`src/rtl/spi_master_sequencer.sv`:
```
// spi_master_sequencer
// Master-side SPI frame sequencer. On each accepted start it drops cs, waits
// CS_SETUP cycles, issues FRAME_BITS serial clock periods (CPOL=0, DIV clk
// cycles per half-period), holds cs low for CS_HOLD cycles and then releases
// cs with a one-cycle done pulse. sclk_posedge / sclk_negedge are single-cycle
// strobes aligned with the first cycle of each sclk level, for use by the
// downstream master control FSM instead of a sampled serial clock edge.
//
// Optional feature macro: SPI_SEQ_ABORT_EN
//   defined   -> abort terminates a transaction (one-cycle aborted pulse)
//   undefined -> abort is ignored and aborted stays 0
module spi_master_sequencer #(
    parameter int DIV        = 4,
    parameter int FRAME_BITS = 16,
    parameter int CS_SETUP   = 2,
    parameter int CS_HOLD    = 2
) (
    input  logic                              clk,
    input  logic                              reset,
    input  logic                              start,
    input  logic                              abort,
    output logic                              busy,
    output logic                              done,
    output logic                              aborted,
    output logic                              cs,
    output logic                              sclk,
    output logic                              sclk_posedge,
    output logic                              sclk_negedge,
    output logic [$clog2(FRAME_BITS+1)-1:0]   bit_count
);

    localparam int CW = $clog2(FRAME_BITS + 1);

    // Terminal values of the 8-bit phase timer for each timed phase.
    localparam logic [7:0]    SETUP_LAST = 8'(CS_SETUP - 1);
    localparam logic [7:0]    HALF_LAST  = 8'(DIV - 1);
    localparam logic [7:0]    HOLD_LAST  = 8'(CS_HOLD - 1);
    localparam logic [CW-1:0] LAST_BIT   = CW'(FRAME_BITS);

    typedef enum logic [2:0] {
        IDLE  = 3'd0,
        SETUP = 3'd1,
        HIGH  = 3'd2,
        LOW   = 3'd3,
        HOLD  = 3'd4
    } state_t;

    state_t     state;
    logic [7:0] timer;
    logic       abort_hit;

`ifdef SPI_SEQ_ABORT_EN
    // Abort only matters while a transaction is in flight.
    assign abort_hit = abort & (state != IDLE);
`else
    // Abort disabled: the port is kept for a stable interface but has no effect.
    logic unused_abort;
    assign unused_abort = abort;
    assign abort_hit    = 1'b0;
`endif

    // Frame sequencing FSM with all outputs registered; abort overrides every
    // non-idle transition, including the final HOLD cycle.
    always_ff @(posedge clk or posedge reset) begin
        if (reset) begin
            state        <= IDLE;
            timer        <= 8'd0;
            busy         <= 1'b0;
            done         <= 1'b0;
            aborted      <= 1'b0;
            cs           <= 1'b1;
            sclk         <= 1'b0;
            sclk_posedge <= 1'b0;
            sclk_negedge <= 1'b0;
            bit_count    <= '0;
        end else begin
            // Strobes are single-cycle unless re-asserted below.
            done         <= 1'b0;
            aborted      <= 1'b0;
            sclk_posedge <= 1'b0;
            sclk_negedge <= 1'b0;

            if (abort_hit) begin
                // Immediate termination: no trailing negedge strobe, no done.
                state   <= IDLE;
                timer   <= 8'd0;
                busy    <= 1'b0;
                cs      <= 1'b1;
                sclk    <= 1'b0;
                aborted <= 1'b1;
            end else begin
                case (state)
                    IDLE: begin
                        timer <= 8'd0;
                        if (start) begin
                            state     <= SETUP;
                            busy      <= 1'b1;
                            cs        <= 1'b0;
                            bit_count <= '0;
                        end else begin
                            busy <= 1'b0;
                            cs   <= 1'b1;
                        end
                    end

                    SETUP: begin
                        if (timer == SETUP_LAST) begin
                            // First rising edge of the frame.
                            state        <= HIGH;
                            timer        <= 8'd0;
                            sclk         <= 1'b1;
                            sclk_posedge <= 1'b1;
                            bit_count    <= bit_count + CW'(1);
                        end else begin
                            timer <= timer + 8'd1;
                        end
                    end

                    HIGH: begin
                        if (timer == HALF_LAST) begin
                            // Falling edge: either another bit follows or the frame ends.
                            timer        <= 8'd0;
                            sclk         <= 1'b0;
                            sclk_negedge <= 1'b1;
                            if (bit_count == LAST_BIT) begin
                                state <= HOLD;
                            end else begin
                                state <= LOW;
                            end
                        end else begin
                            timer <= timer + 8'd1;
                        end
                    end

                    LOW: begin
                        if (timer == HALF_LAST) begin
                            state        <= HIGH;
                            timer        <= 8'd0;
                            sclk         <= 1'b1;
                            sclk_posedge <= 1'b1;
                            bit_count    <= bit_count + CW'(1);
                        end else begin
                            timer <= timer + 8'd1;
                        end
                    end

                    HOLD: begin
                        if (timer == HOLD_LAST) begin
                            // Release cs; a start seen in the done cycle begins the next frame.
                            state <= IDLE;
                            timer <= 8'd0;
                            busy  <= 1'b0;
                            cs    <= 1'b1;
                            done  <= 1'b1;
                        end else begin
                            timer <= timer + 8'd1;
                        end
                    end

                    default: begin
                        state <= IDLE;
                        timer <= 8'd0;
                        busy  <= 1'b0;
                        cs    <= 1'b1;
                        sclk  <= 1'b0;
                    end
                endcase
            end
        end
    end

endmodule

```
`config.mk`:
```
export PLATFORM = sky130hd
export DESIGN_NAME = spi_master_sequencer
export DESIGN_NICKNAME = d
export VERILOG_FILES = /design/src/rtl/spi_master_sequencer.sv
export SDC_FILE = /design/constraint.sdc
export NUM_CORES = 1
export LEC_CHECK = 0
export ABC_AREA = 1
export BUFFER_PORTS_ARGS = -buffer_cell sky130_fd_sc_hd__buf_2
export CAP_MARGIN = 20
export CELL_PAD_IN_SITES_DETAIL_PLACEMENT = 1
export CELL_PAD_IN_SITES_GLOBAL_PLACEMENT = 1
export CORE_MARGIN = 3
export CORE_UTILIZATION = 45
export DETAILED_ROUTE_END_ITERATION = 8
export PLACE_DENSITY = 0.8
export SYNTH_ARGS = -nofsm -noshare
export SYNTH_HDL_FRONTEND = slang
export SYNTH_SLANG_ARGS = --single-unit
```
`constraint.sdc`:
```
create_clock -name clk -period 3.7 [get_ports clk]
set_input_delay 0.74 -clock clk [delete_from_list [all_inputs] [get_ports clk]]
set_output_delay 0.74 -clock clk [all_outputs]
set_load 0.005 [all_outputs]
```
Word level (Yosys, flattened, before mapping)
Cells that the tools add are included.

Word-level logic and storage cells: 63. Register bits: 22. Bits of input ports: 4.

Multiplexer cells: 28. Eq/ne operators: 12. Reduce and logical (&&, ||, !) cells: 10. Bitwise logic cells: 2. Add/sub/neg operators: 2.

Operators by type and width (number): $mux 3 (6); $mux 8 (2); $pmux 8 s2 (1); $mux 5 (3); $pmux 3 s5 (1); $pmux 5 s3 (1); $mux 1 (10); $ne 2x2->1 const B (5); $add 8x1->8 const B (1); $eq 8x1->1 const B (1); $eq 8x2->1 const B (1); $reduce_and 4->1 (2); $eq 3x2->1 const B (2); $pmux 1 s3 (2); $reduce_or 2->1 (3); $add 5x1->5 const B (1); $eq 5x5->1 const B (1); $reduce_and 5->1 (1); $pmux 1 s4 (1); $eq 3x1->1 const B (1); $eq 3x3->1 const B (1); $logic_not 3->1 (1); $reduce_bool 3->1 (1); $reduce_or 3->1 (1); 3 further kinds (4).

Longest topological paths before layout
Gate-level depths: netlist of the first run.

Word-level depth: 4. Gate-level depth with buffers: 9. Depth with buffers taken out: 9.

Least setup slack after synthesis of the first run
No wires, ideal clock.

Kind: reg-to-reg. Start point: register timer[1]. End point: register bit_count[4]. Cell stages (with the launch flop): 10. Period minus slack after synthesis: 1.290 ns. Arrival: 1.173 ns. Slack: 2.410 ns. Buffers on the path: 0. Data required time: 3.583 ns. Path through: dfrtp_1 -> inv_1 -> ha_1 -> inv_1 -> nor2_1 -> nand2_2 -> nand2_1 -> nand3_2 -> nand2_1 -> nand2_1.

Word-level cells in the longest chain between the ends: 3.

RTL lines: from (decl) (line 49) `logic [7:0] timer;`; from (signal assigned) (line 115) `timer <= timer + 8'd1;`; from (signal assigned) (line 131) `timer <= timer + 8'd1;`; from (signal assigned) (line 143) `timer <= timer + 8'd1;`; $eq 8x1->1 or $eq 8x2->1 (tied branches) (line 107, 136); $ne 2x2->1 (no source line); $reduce_and 4->1 (no source line) (*); to (signal assigned) (line 113) `bit_count <= bit_count + CW'(1);`; to (signal assigned) (line 141) `bit_count <= bit_count + CW'(1);`; to (decl) (line 29) `output logic [$clog2(FRAME_BITS+1)-1:0] bit_count`.

Mark *: on every way between the ends. The rest lies on a longest branch, timed or not. A chain may end at the register's enable or synchronous reset.

Final worst setup path of the first run
Start point: register cs. End point: output port cs.

RTL lines: from (decl) (line 25) `output logic cs,`; from (signal assigned) (line 71) `cs <= 1'b1;`; from (signal assigned) (line 88) `cs <= 1'b1;`; from (signal assigned) (line 98) `cs <= 1'b0;`.

No word-level cell between the ends.

==> reports/results.tsv, run 1 <==
stage	metric	value	unit
grt	vias in the first global route	1148	
timing	Final Hold Vio Count	0	
hold_path	Hold Crit Start	cs$_DFFE_PP1P_	
timing	Peak Freq	588	MHz
grt	first-pass GRT wire length	5060	um
synthesis	area fraction in compound gates after synthesis	5.87	%
critical_path	crit end category	output pin	
critical_path	crit start category	register	
drt	starting DRC count in detailed routing	29	
die	core box area	2590	um^2
synthesis	synthesized instance count	162	
timing	Setup Viol. Count Final	0	
synthesis	mux cell area share after synthesis	0	%
synthesis	synthesized area	1280	um^2
critical_path	Largest delay share family, worst path	flip-flops	
synthesis	largest family of logic cells by synthesized area	simple AND/OR/NAND/NOR gates	
clocking	CTS tree	done	
clocking	clock transition at the registers of the reported paths	120	ps
power	maximum VDD drop	390	uV
drt	DRT antenna net count	0	
timing	Setup TNS	0	ps
timing	worst rel slew slack	41.8	%
timing	period utilization	45.9	%
synthesis	Simple-Gate Fraction of Synth Area	35.0	%
die	Die Width	59.3	um
place	IO Port Bufs	13	
grt	GR Overflow Total	0	
critical_path	data required time of the worst path	2960	ps
critical_path	R2R setup slack	2210	ps
grt	GRT Util Overall	19.4	%
hold_path	Hold Crit Endpoint	cs$_DFFE_PP1P_	
cells_and_area	share of layout cells above drive strength 1	23.0	%
critical_path	CP max FO	2	
grt	initial antenna violation count	0	
cells_and_area	diodes inserted	0	
timing	fin. max-slew vios	0	
timing	minimum clock period	1700	ps
die	die height	59.3	um
critical_path	Crit Reg-Reg Endpoint	bit_count[4]$_DFFE_PP0P_	
critical_path	CP Data Arrival Time	960	ps
synthesis	syn_nets	170	
drt	first-pass iteration count of the detailed router	4	
flow_run	max-cap violations	0	
drt	via count	1066	
die	I/O pins	16	
cells_and_area	fin util	54.4	%
hold_path	hold path depth	2	
power	LEAKAGE	0.000734	uW
cells_and_area	area delta synth->final	10.3	%
clocking	Worst-Skew Late Latency	310	ps
drt	Wirelength per Cell	13.5	um
grt	largest net degree at the start of global routing	23	
timing	skew final	1.96	ps
critical_path	reg2reg start	timer[1]$_DFF_PP0_	
drt	drt drc	0	
critical_path	crit path cell chain	buf_2	
power	pwr dens	690	nW/um^2
clocking	CTS Buffer Depth	2	
clocking	Hold-fix buffers, CTS	0	
status	status	finished, final reports clean	
clocking	PostCTS Resize Cnt	0	
critical_path	CP max stage cell	dfstp_2	
clocking	CTS Root Cell	clkbuf_4	
die	die footprint	3520	um^2
place	GPL Wtd Cong	0.870	
drt	total wire length	2810	um
synthesis	Netlist cell types	27	
cells_and_area	Nets	187	
die	Row Count	18	
synthesis	#FFs+latches synth	22	
synthesis	average size of a mapped cell	7.89	um^2
critical_path	Worst Setup Path Type	register to output pin	
place	Post-DP HPWL	2250	um
synthesis	post-synthesis sequential area ratio	43.2	%
synthesis	Ys Warns	0	
clocking	Num CTS Buffers	3	
critical_path	R2R depth	9	
timing	RSZ-0062 raised after global routing	false	
clocking	H-tree Lvls	1	
critical_path	Bufs and invs on worst path	1	
clocking	post-CTS setup buffer count	0	
critical_path	critical path's largest stage delay	550	ps
drt	vias per inst	5.13	
timing	Slew @ Worst Pin	872	ps
die	Initial Util	49.4	%
synthesis	post-synthesis xor/xnor area fraction	4.11	%
synthesis	fraction of the mapped netlist area in adder cells	3.91	%
hold_path	HP Class	register to register	
clocking	Clock Sinks	22	
-- kinds of logic after synthesis --
| logic type | count (synthesis) |
|---|---|
| other | 1 |
| adders and majority gates | 4 |
| DFF | 22 |
| AOI/OAI and AO/OA | 9 |
| buffers and inverters | 25 |
| xor gates and xnor gates | 6 |
| and+or+nand+nor | 95 |
-- cell usage after synthesis, drive strengths merged --
library cell | count | area, um^2
inv | 24 | 90.1
nor3 | 3 | 20.0
or2 | 1 | 6.26
and2 | 1 | 8.76
nor3b | 1 | 7.51
o21ai | 7 | 65.1
xor2 | 4 | 35.0
nand2 | 43 | 174
a21oi | 2 | 10.0
ha | 4 | 50.1
dfrtp | 21 | 526
nand3 | 9 | 50.1
xnor2 | 2 | 17.5
nand4 | 5 | 31.3
buf | 1 | 7.51
conb | 1 | 3.75
dfstp | 1 | 26.3
nor2 | 32 | 150
-- layout make-up --
type | instances | area [um^2]
Clock buffer | 4 | 36.3
Fill cell | 323 | 1180
Inverter | 24 | 90.1
Multi-Input combinational cell | 115 | 629
Sequential cell | 22 | 552
Tap cell | 30 | 37.5
Timing Repair Buffer | 13 | 65.1
-- report_power, final --
part | total (uW) | switching [uW] | internal, uW
sequential | 370 | 63.2 | 307
combinational | 467 | 294 | 173
clock | 136 | 76.3 | 60.2
total | 974 | 433 | 540
-- worst reg2reg max path: cells and delay by family (launching register included) --
kind / cells / cell delay (ps)
and+or+nand+nor: 6 / 730
buffers and inverters: 2 / 100
DFF: 1 / 420
adders and majority gates: 1 / 150
-- layout by cell type (no fill, tap or decap), drive strengths merged --
master and n:
xnor2 2, nor3 3, dfrtp 21, nand2 43, o21ai 7, nor2 32, dfstp 1, nor3b 1
nand4 5, and2 1, buf 13, xor2 4, or2 1, conb 1, inv 24, ha 4
nand3 9, clkbuf 4, a21oi 2
-- layer usage --
layer | routed length (um) | GRT usage (%) | vias up
met5 | 0 | 0 | -
met4 | 27 | 5.50 | 0
met3 | 95 | 3.92 | 5
met2 | 1450 | 34.5 | 18
met1 | 1240 | 23.3 | 517
li1 | - | - | 526
-- sequential cells by signal (all words and copies together) (netlist names) --
| name | cells |
|---|---|
| sclk_posedge | 1 |
| cs | 1 |
| done | 1 |
| sclk | 1 |
| busy | 1 |
| sclk_negedge | 1 |
| state | 3 |
| bit_count | 5 |
| timer | 8 |
-- stage by stage --
stage	worst slack (ps)	cells	total power, uW	hold WS [ps]	cell area, um^2
after global routing	1960	208	1070	510	1410
after floorplan	2410	162	717	454	1280
final	2000	208	974	490	1410
after global placement	2180	204	823	451	1370
after detailed placement	2120	204	848	467	1370
after CTS	1980	208	990	495	1410
-- worst max-delay path by stage --
| stage | startpoint | endpoint | cells after the start |
|---|---|---|---|
| after floorplan | timer[1]$_DFF_PP0_ | bit_count[4]$_DFFE_PP0P_ | 9 |
| after global placement | start | bit_count[4]$_DFFE_PP0P_ | 6 |
| after detailed placement | start | bit_count[4]$_DFFE_PP0P_ | 6 |
| after CTS | cs$_DFFE_PP1P_ | cs | 1 |
| after global routing | cs$_DFFE_PP1P_ | cs | 1 |
| final | cs$_DFFE_PP1P_ | cs | 1 |
(Power assumes the default switching activity.)
==> run 2: changes to the inputs <==
--- a/config.mk
+++ b/config.mk
@@ -11,9 +11,9 @@
 export CELL_PAD_IN_SITES_DETAIL_PLACEMENT = 1
 export CELL_PAD_IN_SITES_GLOBAL_PLACEMENT = 1
 export CORE_MARGIN = 3
-export CORE_UTILIZATION = 45
+export CORE_UTILIZATION = 42
 export DETAILED_ROUTE_END_ITERATION = 8
-export PLACE_DENSITY = 0.8
+export PLACE_DENSITY = 0.75
 export SYNTH_ARGS = -nofsm -noshare
 export SYNTH_HDL_FRONTEND = slang
 export SYNTH_SLANG_ARGS = --single-unit
==> constraint.sdc (replaced) <==
create_clock -name clk -period 1.7 [get_ports clk]
set_input_delay 0.34 -clock clk [delete_from_list [all_inputs] [get_ports clk]]
set_output_delay 0.34 -clock clk [all_outputs]
set_load 0.005 [all_outputs]
==> run 2 against run 1 <==
Against the previous run: register-to-register slack got worse by 2000 ps; count of clock-buffer cells in the layout is the same; global-route usage decreased by 0.76 points; clock skew grew 14 ps; routed wire length grew 2.6%; critical path type is now register to register; cell area grew 0.62%; critical path depth up 4; cell count is 0.96% higher.
==> reports/results.tsv, run 2 (same netlist as run 1, synthesis figures left out) <==
stage	metric	value	unit	change
status	status	finished, final reports clean		
die	Die Width	61.2	um	+3.2%
die	die footprint	3740	um^2	+6.4%
cells_and_area	Filler Cells Inserted	368		+14%
cells_and_area	design area	1420	um^2	+0.62%
clocking	clock transition at the registers of the reported paths	140	ps	+20 ps
cells_and_area	max reg flops	8		unchanged
timing	Setup Viol. Count Final	0		unchanged
critical_path	Worst Setup Path Type	register to register		
critical_path	R2R depth	5		-4
timing	Final Hold Vio Count	0		unchanged
timing	skew final	15.8	ps	+13.8 ps
drt	total wire length	2890	um	+2.6%
critical_path	crit end category	register		
timing	fin. max-slew vios	0		unchanged
clocking	Worst-Skew Late Latency	320	ps	about the same
cells_and_area	Nets	188		+0.53%
timing	Peak Freq	668	MHz	
cells_and_area	share of layout cells above drive strength 1	23.5	%	+0.43 points
place	Post-Place Cells	206		+0.98%
clocking	PostCTS Resize Cnt	0		unchanged
critical_path	data required time of the worst path	1910	ps	-1050 ps
drt	vias per inst	5.01		-2.2%
die	I/O pins	16		unchanged
timing	final hold slack	11.4	ps	-478 ps
die	die height	61.2	um	+3.2%
power	maximum VDD drop	788	uV	+100%
cells_and_area	Biggest register	timer		
place	dpl ws	199	ps	-1920 ps
die	core box area	2830	um^2	+9.2%
drt	Wirelength per Cell	13.7	um	+1.6%
flow_run	max-cap violations	0		unchanged
clocking	CTS Buffer Depth	2		unchanged
place	dpl cell area	1380	um^2	+0.64%
clocking	post-CTS setup buffer count	0		unchanged
cells_and_area	final std cells w/o fill	210		+0.96%
hold_path	HP Class	primary input to async pin		
cells_and_area	area of the multi-input gates	629	um^2	unchanged
clocking	Num CTS Buffers	3		unchanged
power	pwr dens	1500	nW/um^2	+120%
grt	GRT Util Overall	18.6	%	-0.76 points
clocking	Hold-fix buffers, CTS	0		unchanged
cells_and_area	most frequent cells in the layout	nand2_1, nor2_1, dfrtp_1, inv_1, buf_2		
cells_and_area	register area	552	um^2	unchanged
critical_path	CP max FO	7		+5
timing	period utilization	88.1	%	
grt	GR Overflow Total	0		unchanged
clocking	CTS Root Cell	clkbuf_4		
critical_path	CP max stage cell	dfrtp_1		
grt	initial antenna violation count	0		unchanged
grt	first-pass GRT wire length	5050	um	-0.14%
clocking	Clock Sinks	22		unchanged
clocking	CTS tree	done		
cells_and_area	top flop regs	timer (8), bit_count (5), state (3)		
timing	minimum clock period	1500	ps	
die	Row Count	19		+1
grt	vias in the first global route	1105		-3.7%
cells_and_area	most common cell after layout, fill and taps aside	nand2_1		
grt	largest net degree at the start of global routing	14		-39%
critical_path	crit path cell chain	ha_1, nand2_2, o21ai_2, and2_4, nor2_1		
cells_and_area	diodes inserted	0		unchanged
critical_path	crit start category	register		
place	GPL Wtd Cong	0.814		-6.4%
place	IO Port Bufs	13		unchanged
drt	drt drc	0		unchanged
critical_path	R2R setup slack	200	ps	-2010 ps
critical_path	CP Data Arrival Time	1710	ps	+750 ps
drt	via count	1053		-1.2%
drt	DRT antenna net count	0		unchanged
cells_and_area	area delta synth->final	11.0	%	
timing	RSZ-0062 raised after global routing	false		
place	Post-DP HPWL	2290	um	+1.7%
timing	Worst Slack Setup Final	203	ps	-1800 ps
critical_path	critical path's largest stage delay	420	ps	-130 ps
timing	Setup TNS	0	ps	unchanged
clocking	H-tree Lvls	1		unchanged
drt	starting DRC count in detailed routing	26		-10%
power	LEAKAGE	0.000739	uW	+0.65%
drt	first-pass iteration count of the detailed router	3		-1
die	Initial Util	45.2	%	-4.2 points
[run 2: cell types whose count changed in the layout (fill, tap and decap cells not counted)]
cell / change
buf_4: +1
[run 2: final cells by class]
class,count,share of cell area (%)
timing repair buffer,14,5.11
clock buffer,4,2.56
sequential,22,38.9
multi-input combinational,115,44.4
tap,31,2.73
inverter,24,6.35
[run 2: power by group]
group / switching, uW / internal, uW / leakage (uW)
logic: 637 / 382 / 0.000428
clock network: 175 / 131 / 0.0000210
registers: 140 / 668 / 0.000289
total: 952 / 1180 / 0.000739
[run 2: final timing paths]
check                                    from                      to
min                                     reset    state[2]$_DFFE_PP0P_
max reg2reg                timer[0]$_DFF_PP0_      timer[2]$_DFF_PP0_
max in group asynchronous               reset  sclk_posedge$_DFF_PP0_
min reg2reg                    cs$_DFFE_PP1P_          cs$_DFFE_PP1P_
min in group clk                        start        busy$_DFFE_PP0P_
max                        timer[0]$_DFF_PP0_      timer[2]$_DFF_PP0_
[run 2: metal layers]
layer  track usage (%)  part of all wire [%]
met5                 0                     0
met4              8.36                   1.7
met2              30.4                    48
met3              2.52                   1.6
met1              24.4                    48
[run 2: worst max-delay path: cells and delay by family (launching register included)]
kind / cells / cell delay, ps
AOI/OAI and AO/OA: 1 / 330
adders and majority gates: 1 / 250
DFF: 1 / 420
and+or+nand+nor: 3 / 390
[run 2: metrics by stage]
| step | utilization [%] | total power (uW) |
|---|---|---|
| after detailed placement | 48.9 | 1850 |
| after global placement | 48.9 | 1800 |
| final | 50.2 | 2130 |
| after global routing | 50.2 | 2370 |
| after CTS | 50.2 | 2170 |
| after floorplan | - | 1560 |
==> run 3: changes to the inputs <==
--- a/config.mk
+++ b/config.mk
@@ -10,7 +10,6 @@
 export CAP_MARGIN = 20
 export CELL_PAD_IN_SITES_DETAIL_PLACEMENT = 1
 export CELL_PAD_IN_SITES_GLOBAL_PLACEMENT = 1
-export CORE_MARGIN = 3
 export CORE_UTILIZATION = 42
 export DETAILED_ROUTE_END_ITERATION = 8
 export PLACE_DENSITY = 0.75
==> run 3 against run 2 <==
Against the previous run: largest power group unchanged; utilization unchanged; highest routed layer unchanged; worst hold slack better by 9.5 ps; routed wire length shrank 0.97%.
==> reports/results.tsv, run 3 (same netlist as run 1, synthesis figures left out) <==
stage	metric	value	unit	change
place	GPL Wtd Cong	0.806		-0.99%
cells_and_area	area delta synth->final	11.0	%	unchanged
place	IO Port Bufs	13		unchanged
cells_and_area	max reg flops	8		unchanged
grt	largest net degree at the start of global routing	14		unchanged
clocking	clock transition at the registers of the reported paths	140	ps	about the same
power	LEAKAGE	0.000739	uW	unchanged
grt	initial antenna violation count	0		unchanged
cells_and_area	Biggest register	timer		
cells_and_area	most frequent cells in the layout	nand2_1, nor2_1, dfrtp_1, inv_1, buf_2		
critical_path	data required time of the worst path	1930	ps	+20 ps
critical_path	CP max stage cell	dfrtp_1		
power	maximum VDD drop	852	uV	+8.1%
drt	DRT antenna net count	0		unchanged
die	Die Width	57.2	um	-6.5%
cells_and_area	fin util	50.2	%	unchanged
hold_path	HP Class	primary input to async pin		
clocking	CTS tree	done		
drt	Wirelength per Cell	13.6	um	-0.97%
timing	RSZ-0062 raised after global routing	false		
grt	GRT Util Overall	20.5	%	+1.9 points
die	I/O pins	16		unchanged
timing	Peak Freq	660	MHz	-1.2%
drt	drt drc	0		unchanged
die	die height	57.2	um	-6.5%
critical_path	Largest delay share family, worst path	simple AND/OR/NAND/NOR gates		
critical_path	CP max FO	5		-2
power	pwr dens	1510	nW/um^2	+0.45%
cells_and_area	Filler Cells Inserted	368		unchanged
critical_path	Worst Setup Path Type	register to register		
critical_path	R2R depth	9		+4
timing	Setup TNS	0	ps	unchanged
timing	fin. max-slew vios	0		unchanged
critical_path	reg2reg start	timer[1]$_DFF_PP0_		
timing	final hold slack	20.9	ps	+9.47 ps
clocking	Hold-fix buffers, CTS	0		unchanged
timing	Setup Viol. Count Final	0		unchanged
critical_path	crit end category	register		
drt	total wire length	2860	um	-0.97%
critical_path	Crit Reg-Reg Endpoint	bit_count[4]$_DFFE_PP0P_		
drt	via count	1060		+0.66%
cells_and_area	top flop regs	timer (8), bit_count (5), state (3)		
die	die footprint	3270	um^2	-13%
cells_and_area	Nets	188		unchanged
critical_path	Bufs and invs on worst path	2		+2
die	Row Count	19		unchanged
clocking	CTS Buffer Depth	2		unchanged
clocking	post-CTS setup buffer count	0		unchanged
critical_path	crit path cell chain	inv_1, ha_1, inv_1, nor2_1, nand2_2, nand2_1, nand3_2, nand2_1, nand2_1		
grt	first-pass GRT wire length	5150	um	+1.9%
place	dpl ws	211	ps	+11.2 ps
place	dpl cell area	1380	um^2	unchanged
clocking	Num CTS Buffers	3		unchanged
flow_run	max-cap violations	0		unchanged
critical_path	CP Data Arrival Time	1740	ps	+30 ps
critical_path	crit start category	register		
timing	Worst Slack Setup Final	184	ps	-18.7 ps
timing	Final Hold Vio Count	0		unchanged
clocking	PostCTS Resize Cnt	0		unchanged
die	core box area	2830	um^2	unchanged
drt	first-pass iteration count of the detailed router	4		+1
clocking	H-tree Lvls	1		unchanged
grt	GR Overflow Total	0		unchanged
clocking	Clock Sinks	22		unchanged
place	Post-DP HPWL	2230	um	-2.5%
timing	minimum clock period	1520	ps	+18.7 ps
die	Initial Util	45.2	%	unchanged
timing	period utilization	89.2	%	+1.1 points
cells_and_area	design area	1420	um^2	unchanged
critical_path	R2R setup slack	180	ps	-20 ps
critical_path	CP dominant cell by count	nand2_1		
drt	starting DRC count in detailed routing	46		+77%
clocking	Worst-Skew Late Latency	310	ps	about the same
cells_and_area	diodes inserted	0		unchanged
clocking	CTS Root Cell	clkbuf_4		
cells_and_area	most common cell after layout, fill and taps aside	nand2_1		
timing	skew final	12.8	ps	-2.93 ps
drt	vias per inst	5.05		+0.66%
status	status	finished, final reports clean		
cells_and_area	share of layout cells above drive strength 1	23.5	%	unchanged
grt	vias in the first global route	1093		-1.1%
critical_path	critical path's largest stage delay	430	ps	about the same
==> run 3: cell counts in the layout (fill, tap and decap cells not counted) <==
No cell type changed its count.
==> run 3: cell type report <==
| class | count | area, um^2 | area share [%] |
|---|---|---|---|
| tap | 31 | 38.8 | 2.73 |
| sequential | 22 | 552 | 38.9 |
| multi-input combinational | 115 | 629 | 44.4 |
| inverter | 24 | 90.1 | 6.35 |
| timing repair buffer | 14 | 72.6 | 5.11 |
| clock buffer | 4 | 36.3 | 2.56 |
==> run 3: worst max path at each step <==
| stage | end | slack [ps] | startpoint | cells past startpoint |
|---|---|---|---|---|
| final | bit_count[4]$_DFFE_PP0P_ | 180 | timer[1]$_DFF_PP0_ | 9 |
| after global placement | bit_count[4]$_DFFE_PP0P_ | 260 | timer[1]$_DFF_PP0_ | 9 |
| after detailed placement | timer[2]$_DFF_PP0_ | 210 | timer[0]$_DFF_PP0_ | 5 |
| after global routing | bit_count[3]$_DFFE_PP0P_ | 6 | timer[1]$_DFF_PP0_ | 9 |
| after CTS | bit_count[0]$_DFFE_PP0P_ | 170 | timer[1]$_DFF_PP0_ | 9 |
| after floorplan | bit_count[4]$_DFFE_PP0P_ | 410 | timer[1]$_DFF_PP0_ | 9 |
==> run 3: layer usage <==
layer	vias up	GRT usage (%)	routed length (um)
met5	-	0	0
met1	512	28.3	1350
met3	4	2.04	84
met2	16	34.1	1380
li1	528	-	-
met4	0	6.27	34
==> run 3: where the power goes <==
group	internal [uW]	leakage [uW]	switching [uW]	total, uW
Clock	131	0.0000210	174	305
Combinational	382	0.000428	642	1020
Sequential	668	0.000289	145	813
Total	1180	0.000739	961	2140
==> run 3: metrics by stage <==
| stage | total power (uW) | cells |
|---|---|---|
| CTS | 2160 | 210 |
| floorplan | 1560 | 162 |
| finish | 2140 | 210 |
| detailed placement | 1850 | 206 |
| global route | 2330 | 210 |
| global placement | 1800 | 206 |
